File: src/rtl/temp_pkg.sv
// rtl/temp_pkg.sv - shared state type, widths and conditioning rule for temp_read_sched
// Averaging (TEMP_SCHED_AVG_EN) is selected in the top; nothing here depends on it.
package temp_pkg;
  localparam int TEMP_W = 16;
  localparam int HALF_W = 8;

  typedef enum logic [1:0] {ST_IDLE, ST_REQ, ST_LATCH, ST_WAIT} state_t;

  // raw_hi is rd_data[15:7]; negative readings clamp to zero half-degrees
  function automatic logic [HALF_W-1:0] condition_raw(input logic [8:0] raw_hi);
    condition_raw = raw_hi[8] ? '0 : raw_hi[7:0];
  endfunction
endpackage

File: src/rtl/temp_avg4.sv
// rtl/temp_avg4.sv - 4-entry moving-average window of half-degree values
// Used only when TEMP_SCHED_AVG_EN is defined; the first push fills every entry.
module temp_avg4 import temp_pkg::*; (
  input  logic              clk,
  input  logic              rst,
  input  logic              i_push,
  input  logic [HALF_W-1:0] i_value,
  output logic [HALF_W-1:0] o_avg
);
  logic [HALF_W-1:0] r_win [4];
  logic              r_filled;
  logic [HALF_W+1:0] w_sum;

  always_ff @(posedge clk) begin
    if (rst) begin
      for (int i = 0; i < 4; i++) r_win[i] <= '0;
      r_filled <= 1'b0;
    end else if (i_push) begin
      if (!r_filled) begin
        for (int i = 0; i < 4; i++) r_win[i] <= i_value;
        r_filled <= 1'b1;
      end else begin
        r_win[0] <= i_value;
        r_win[1] <= r_win[0];
        r_win[2] <= r_win[1];
        r_win[3] <= r_win[2];
      end
    end
  end

  assign w_sum = {2'b00, r_win[0]} + {2'b00, r_win[1]} + {2'b00, r_win[2]} + {2'b00, r_win[3]};
  assign o_avg = w_sum[HALF_W+1:2];
endmodule

File: src/rtl/temp_read_sched.sv
// rtl/temp_read_sched.sv - periodic temperature read scheduler with timeout and conditioning
// Define TEMP_SCHED_AVG_EN to output a 4-sample moving average instead of the latest sample.
module temp_read_sched import temp_pkg::*; #(
  parameter logic [31:0] SAMPLE_DIV = 32'd50000000,
  parameter logic [15:0] TIMEOUT    = 16'd1000
) (
  input  logic              clk,
  input  logic              rst,
  input  logic              enable,
  output logic              rd_req,
  input  logic              rd_ack,
  input  logic [TEMP_W-1:0] rd_data,
  output logic [TEMP_W-1:0] data_out,
  output logic              data_valid,
  output logic              timeout_err,
  output logic              neg_flag,
  output logic [7:0]        sample_cnt,
  output logic              busy
);
  localparam logic [31:0] L_WAIT_LAST = SAMPLE_DIV - 32'd1;
  localparam logic [31:0] L_TO_LAST   = {16'd0, TIMEOUT} - 32'd1;

  state_t            r_state, w_next;
  logic [31:0]       r_cnt;
  logic              w_accept, w_timeout;
  logic [HALF_W-1:0] w_cond, w_value;
  logic              r_neg_cap, r_neg, r_valid, r_err;
  logic [TEMP_W-1:0] r_dout;
  logic [7:0]        r_samples;
  logic              w_unused_bits;

  assign w_unused_bits = &{1'b0, rd_data[6:0]};
  assign w_cond        = condition_raw(rd_data[15:7]);

  always_ff @(posedge clk) begin
    if (rst) r_state <= ST_IDLE;
    else     r_state <= w_next;
  end

  // Ack is tested before the timeout so a same-cycle ack always wins
  always_comb begin
    w_next    = r_state;
    rd_req    = 1'b0;
    busy      = 1'b1;
    w_accept  = 1'b0;
    w_timeout = 1'b0;
    case (r_state)
      ST_IDLE: begin
        busy = 1'b0;
        if (enable) w_next = ST_REQ;
      end
      ST_REQ: begin
        rd_req = 1'b1;
        if (rd_ack) begin
          w_accept = 1'b1;
          w_next   = ST_LATCH;
        end else if (r_cnt == L_TO_LAST) begin
          w_timeout = 1'b1;
          w_next    = enable ? ST_WAIT : ST_IDLE;
        end
      end
      ST_LATCH: w_next = enable ? ST_WAIT : ST_IDLE;
      ST_WAIT: begin
        if (!enable)                  w_next = ST_IDLE;
        else if (r_cnt == L_WAIT_LAST) w_next = ST_REQ;
      end
      default: w_next = ST_IDLE;
    endcase
  end

  // One counter serves both the REQ timeout and the WAIT interval
  always_ff @(posedge clk) begin
    if (rst || (w_next != r_state) || (r_state == ST_IDLE)) r_cnt <= '0;
    else                                                     r_cnt <= r_cnt + 32'd1;
  end

`ifdef TEMP_SCHED_AVG_EN
  temp_avg4 u_avg (
    .clk     (clk),
    .rst     (rst),
    .i_push  (w_accept),
    .i_value (w_cond),
    .o_avg   (w_value)
  );
`else
  logic [HALF_W-1:0] r_value;
  always_ff @(posedge clk) begin
    if (rst)           r_value <= '0;
    else if (w_accept) r_value <= w_cond;
  end
  assign w_value = r_value;
`endif

  always_ff @(posedge clk) begin
    if (rst) begin
      r_neg_cap <= 1'b0;
      r_neg     <= 1'b0;
      r_dout    <= '0;
      r_valid   <= 1'b0;
      r_err     <= 1'b0;
      r_samples <= '0;
    end else begin
      r_valid <= 1'b0;
      if (w_accept)  r_neg_cap <= rd_data[15];
      if (w_timeout) r_err     <= 1'b1;
      if (r_state == ST_LATCH) begin
        r_dout    <= {1'b0, w_value, 7'b0};
        r_valid   <= 1'b1;
        r_samples <= r_samples + 8'd1;
        r_err     <= 1'b0;
        r_neg     <= r_neg_cap;
      end
    end
  end

  assign data_out    = r_dout;
  assign data_valid  = r_valid;
  assign timeout_err = r_err;
  assign neg_flag    = r_neg;
  assign sample_cnt  = r_samples;
endmodule

File: config.mk
export PLATFORM = sky130hd
export DESIGN_NAME = temp_read_sched
export DESIGN_NICKNAME = d
export VERILOG_FILES = /design/src/rtl/temp_pkg.sv /design/src/rtl/temp_avg4.sv /design/src/rtl/temp_read_sched.sv
export SDC_FILE = /design/constraint.sdc
export NUM_CORES = 1
export LEC_CHECK = 0
export BUFFER_PORTS_ARGS = -buffer_cell sky130_fd_sc_hd__buf_4
export CAP_MARGIN = 20
export CORE_MARGIN = 2
export CORE_UTILIZATION = 56
export CTS_CLUSTER_DIAMETER = 80
export DETAILED_ROUTE_END_ITERATION = 10
export PLACE_DENSITY = 0.79
export REMOVE_ABC_BUFFERS = 1
export SYNTH_ARGS = -nofsm -noshare
export SYNTH_HDL_FRONTEND = slang
export SYNTH_HIERARCHICAL = 1
export SYNTH_SLANG_ARGS = --single-unit
File: constraint.sdc
create_clock -name clk -period 2.4 [get_ports clk]
set_input_delay 0.12 -clock clk [delete_from_list [all_inputs] [get_ports clk]]
set_output_delay 0.12 -clock clk [all_outputs]
set_load 0.05 [all_outputs]
==> flow_summary.ini <==
[logic_synthesis]
synthDistinctLibCells = 44
ys_warn_count = 6
synth_area_leaders = dfxtp_1, xnor2_1, nor3_2
synth_seq_cells = 62
yosys-top-cells-count = dfxtp_1, nand2_1, xnor2_1
yosysTopAreaCell = dfxtp_1
netlist_area_um2 = 3060
async_reset_ff_share_pct = 0
synth_edf_count = 0
yosysSeqAreaShare_pct = 40.6
synth_most_common_cell = dfxtp_1
syn_area_per_cell_um2 = 9.02
synth_top_area_share_pct = 40.6
ys.flop_type = dfxtp_1
syn-instance-count = 339

[sta]
fmax_ghz = 0.438
worst_pin_slew_ps = 530
fin_crit_ps = 2280
finalMaxSlewViolations = 0
setup_viol = 0
fin_skew_ps = 6.57
hold_slack_ps = 90.8
fin_tns_setup_ps = 0
max-slew-margin-rel_pct = 64.6
setup_ws_ps = 119
hold_viol = 0
post-route-period-util_pct = 95.1
rsz0062_at_grt = false

[clock_network]
cts_num_sinks = 62
clockBufferDepth = 2
clk_pin_slew_ps = 60
tritoncts = built
cts_resized = 0
insertion_delay_ps = 330
postCtsSetupRepairBufs = 0
cts_max_level = 3
hold_buffers = 0
cts_buffers = 9
root_buffer = clkbuf_8

[power_and_ir_drop]
total_leakage_power_nw = 1.18
power.total_mw = 2.17
vdd_drop_max_uv = 452
power.density_nw_per_um2 = 615

[finish]
n_fill_cell = 442
final_layout_size_suffix_gt1_share_pct = 23.0
area_growth_pct = 15.5
multi_input_area_um2 = 1630
layoutNonFillerInstCount = 448
finalInstanceArea_um2 = 3530
antenna_cells = 0
num-nets-final = 395
final_util_pct = 68.3
seqCellArea_um2 = 1240

[floorplanning]
die_x_um = 77.9
core_area_um2 = 5170
die_h_um = 77.9
die_area_um2 = 6070
row_count = 26
ios = 49
start_util_pct = 59.1

[placement]
dp_hpwl_um = 3980
pre_cts_ws_ps = 146
gp_congestion = 0.839
dpl_cell_area_um2 = 3320
port_buffers = 33
dp.cells = 432

[detailed_routing]
vias_per_cell = 5.37
firstDrtPassIters = 4
drt_iter0_markers = 116
drc_errors = 0
drt_wl_total_um = 5750
ant_nets = 0
wire_per_inst_um = 12.8
routed-via-count = 2407

[critical_path]
critPathMaxFanout = 32
r2r-start = r_cnt[0]
crit_start = r_cnt[0]
critPathKind = register to register
critPathLaunchType = register
rrSetupSlack_ps = 120
reg2reg_to = r_cnt[2]
cp-endpoint = r_cnt[2]
required_ps = 2610
reg2reg_depth = 7
arrival_ps = 2490
critPathCaptureType = register

[run_status]
status = finished, final reports clean

[grt]
overflow = 0
grt_max_degree = 33
antenna_found_initial = 0
grt_usage_pct = 20.5
grt_pass1_vias = 2246
grt_pass1_wl_um = 9860

[run]
maxCapViolCount = 0

[min_path]
min_path_cells = 3
hp-class = input pin to register
## layer usage
layer / GRT usage, % / part of all wire (%) / vias up
li1: - / - / 1241
met1: 25.1 / 46 / 1095
met2: 32.7 / 47 / 63
met3: 7.44 / 5.4 / 8
met4: 8.21 / 1.1 / 0
met5: 0 / 0 / -
## power by group
group / total, mW / switching (mW) / internal, mW
combinational: 0.147 / 0.102 / 0.0450
sequential: 1.04 / 0.00570 / 1.04
clock: 0.983 / 0.373 / 0.610
## worst min-delay path by stage
stage	start	endpoint	slack [ps]
final	rd_data[15]	r_neg_cap	90
after global placement	rd_data[15]	r_neg_cap	430
after detailed placement	rd_data[15]	r_neg_cap	440
after floorplan	rst	data_out[10]	190
after CTS	rd_data[15]	r_neg_cap	80
after global routing	rd_ack	r_state[0]	110
## worst max-delay path, stage by stage, from the launching register on
cell and delay, ps:
dfxtp_1 410, ha_1 210, nand4_1 90, or4_1 600, nor4_2 360, o22a_4 200
buf_12 200, nor3_1 90
## flip-flops by register name, indices dropped and copies added (netlist names)
name,flops
r_value,8
timeout_err,1
data_valid,1
r_neg_cap,1
r_cnt,32
neg_flag,1
r_state,2
data_out,8
sample_cnt,8
## layout make-up
| cell class | instances | area share (%) |
|---|---|---|
| clock buffers | 12 | 4.11 |
| clock inverters | 4 | 1.98 |
| inverters | 8 | 0.850 |
| multi-input cells | 252 | 46.2 |
| flip-flops and latches | 62 | 35.2 |
| well taps | 70 | 2.48 |
| repair buffers | 40 | 9.21 |
## layout by cell type (no fill, tap or decap), types with 2 or more instances in the layout
cell and count:
and2_1 2, buf_4 38, or2_2 2, nor3_2 20, inv_1 8, nor3b_1 11, nor4_1 8, or4_4 2
or4_1 4, and4_1 3, or3_1 4, o21ai_0 4, clkbuf_8 10, clkbuf_1 2, nand4_1 10, nor2_1 18
xnor2_1 24, dfxtp_1 62, xor2_1 11, and3_1 6, nand2b_1 2, nand2_1 41, a21oi_1 21, ha_1 2
nor4_4 2, conb_1 8, nand3_1 10, clkinv_2 2, nor3_1 22, nor2b_1 2, buf_12 2, bufinv_16 2
## logic make-up after synthesis
family,after synthesis,share of synthesized area (%)
compound gates,29,5.65
xor+xnor,35,10.0
fa+ha+maj,2,0.819
buf+inv,32,6.88
flops,62,40.6
other cells,1,0.123
simple gates,178,35.9
Note: power is estimated with default switching activity, not from simulation.
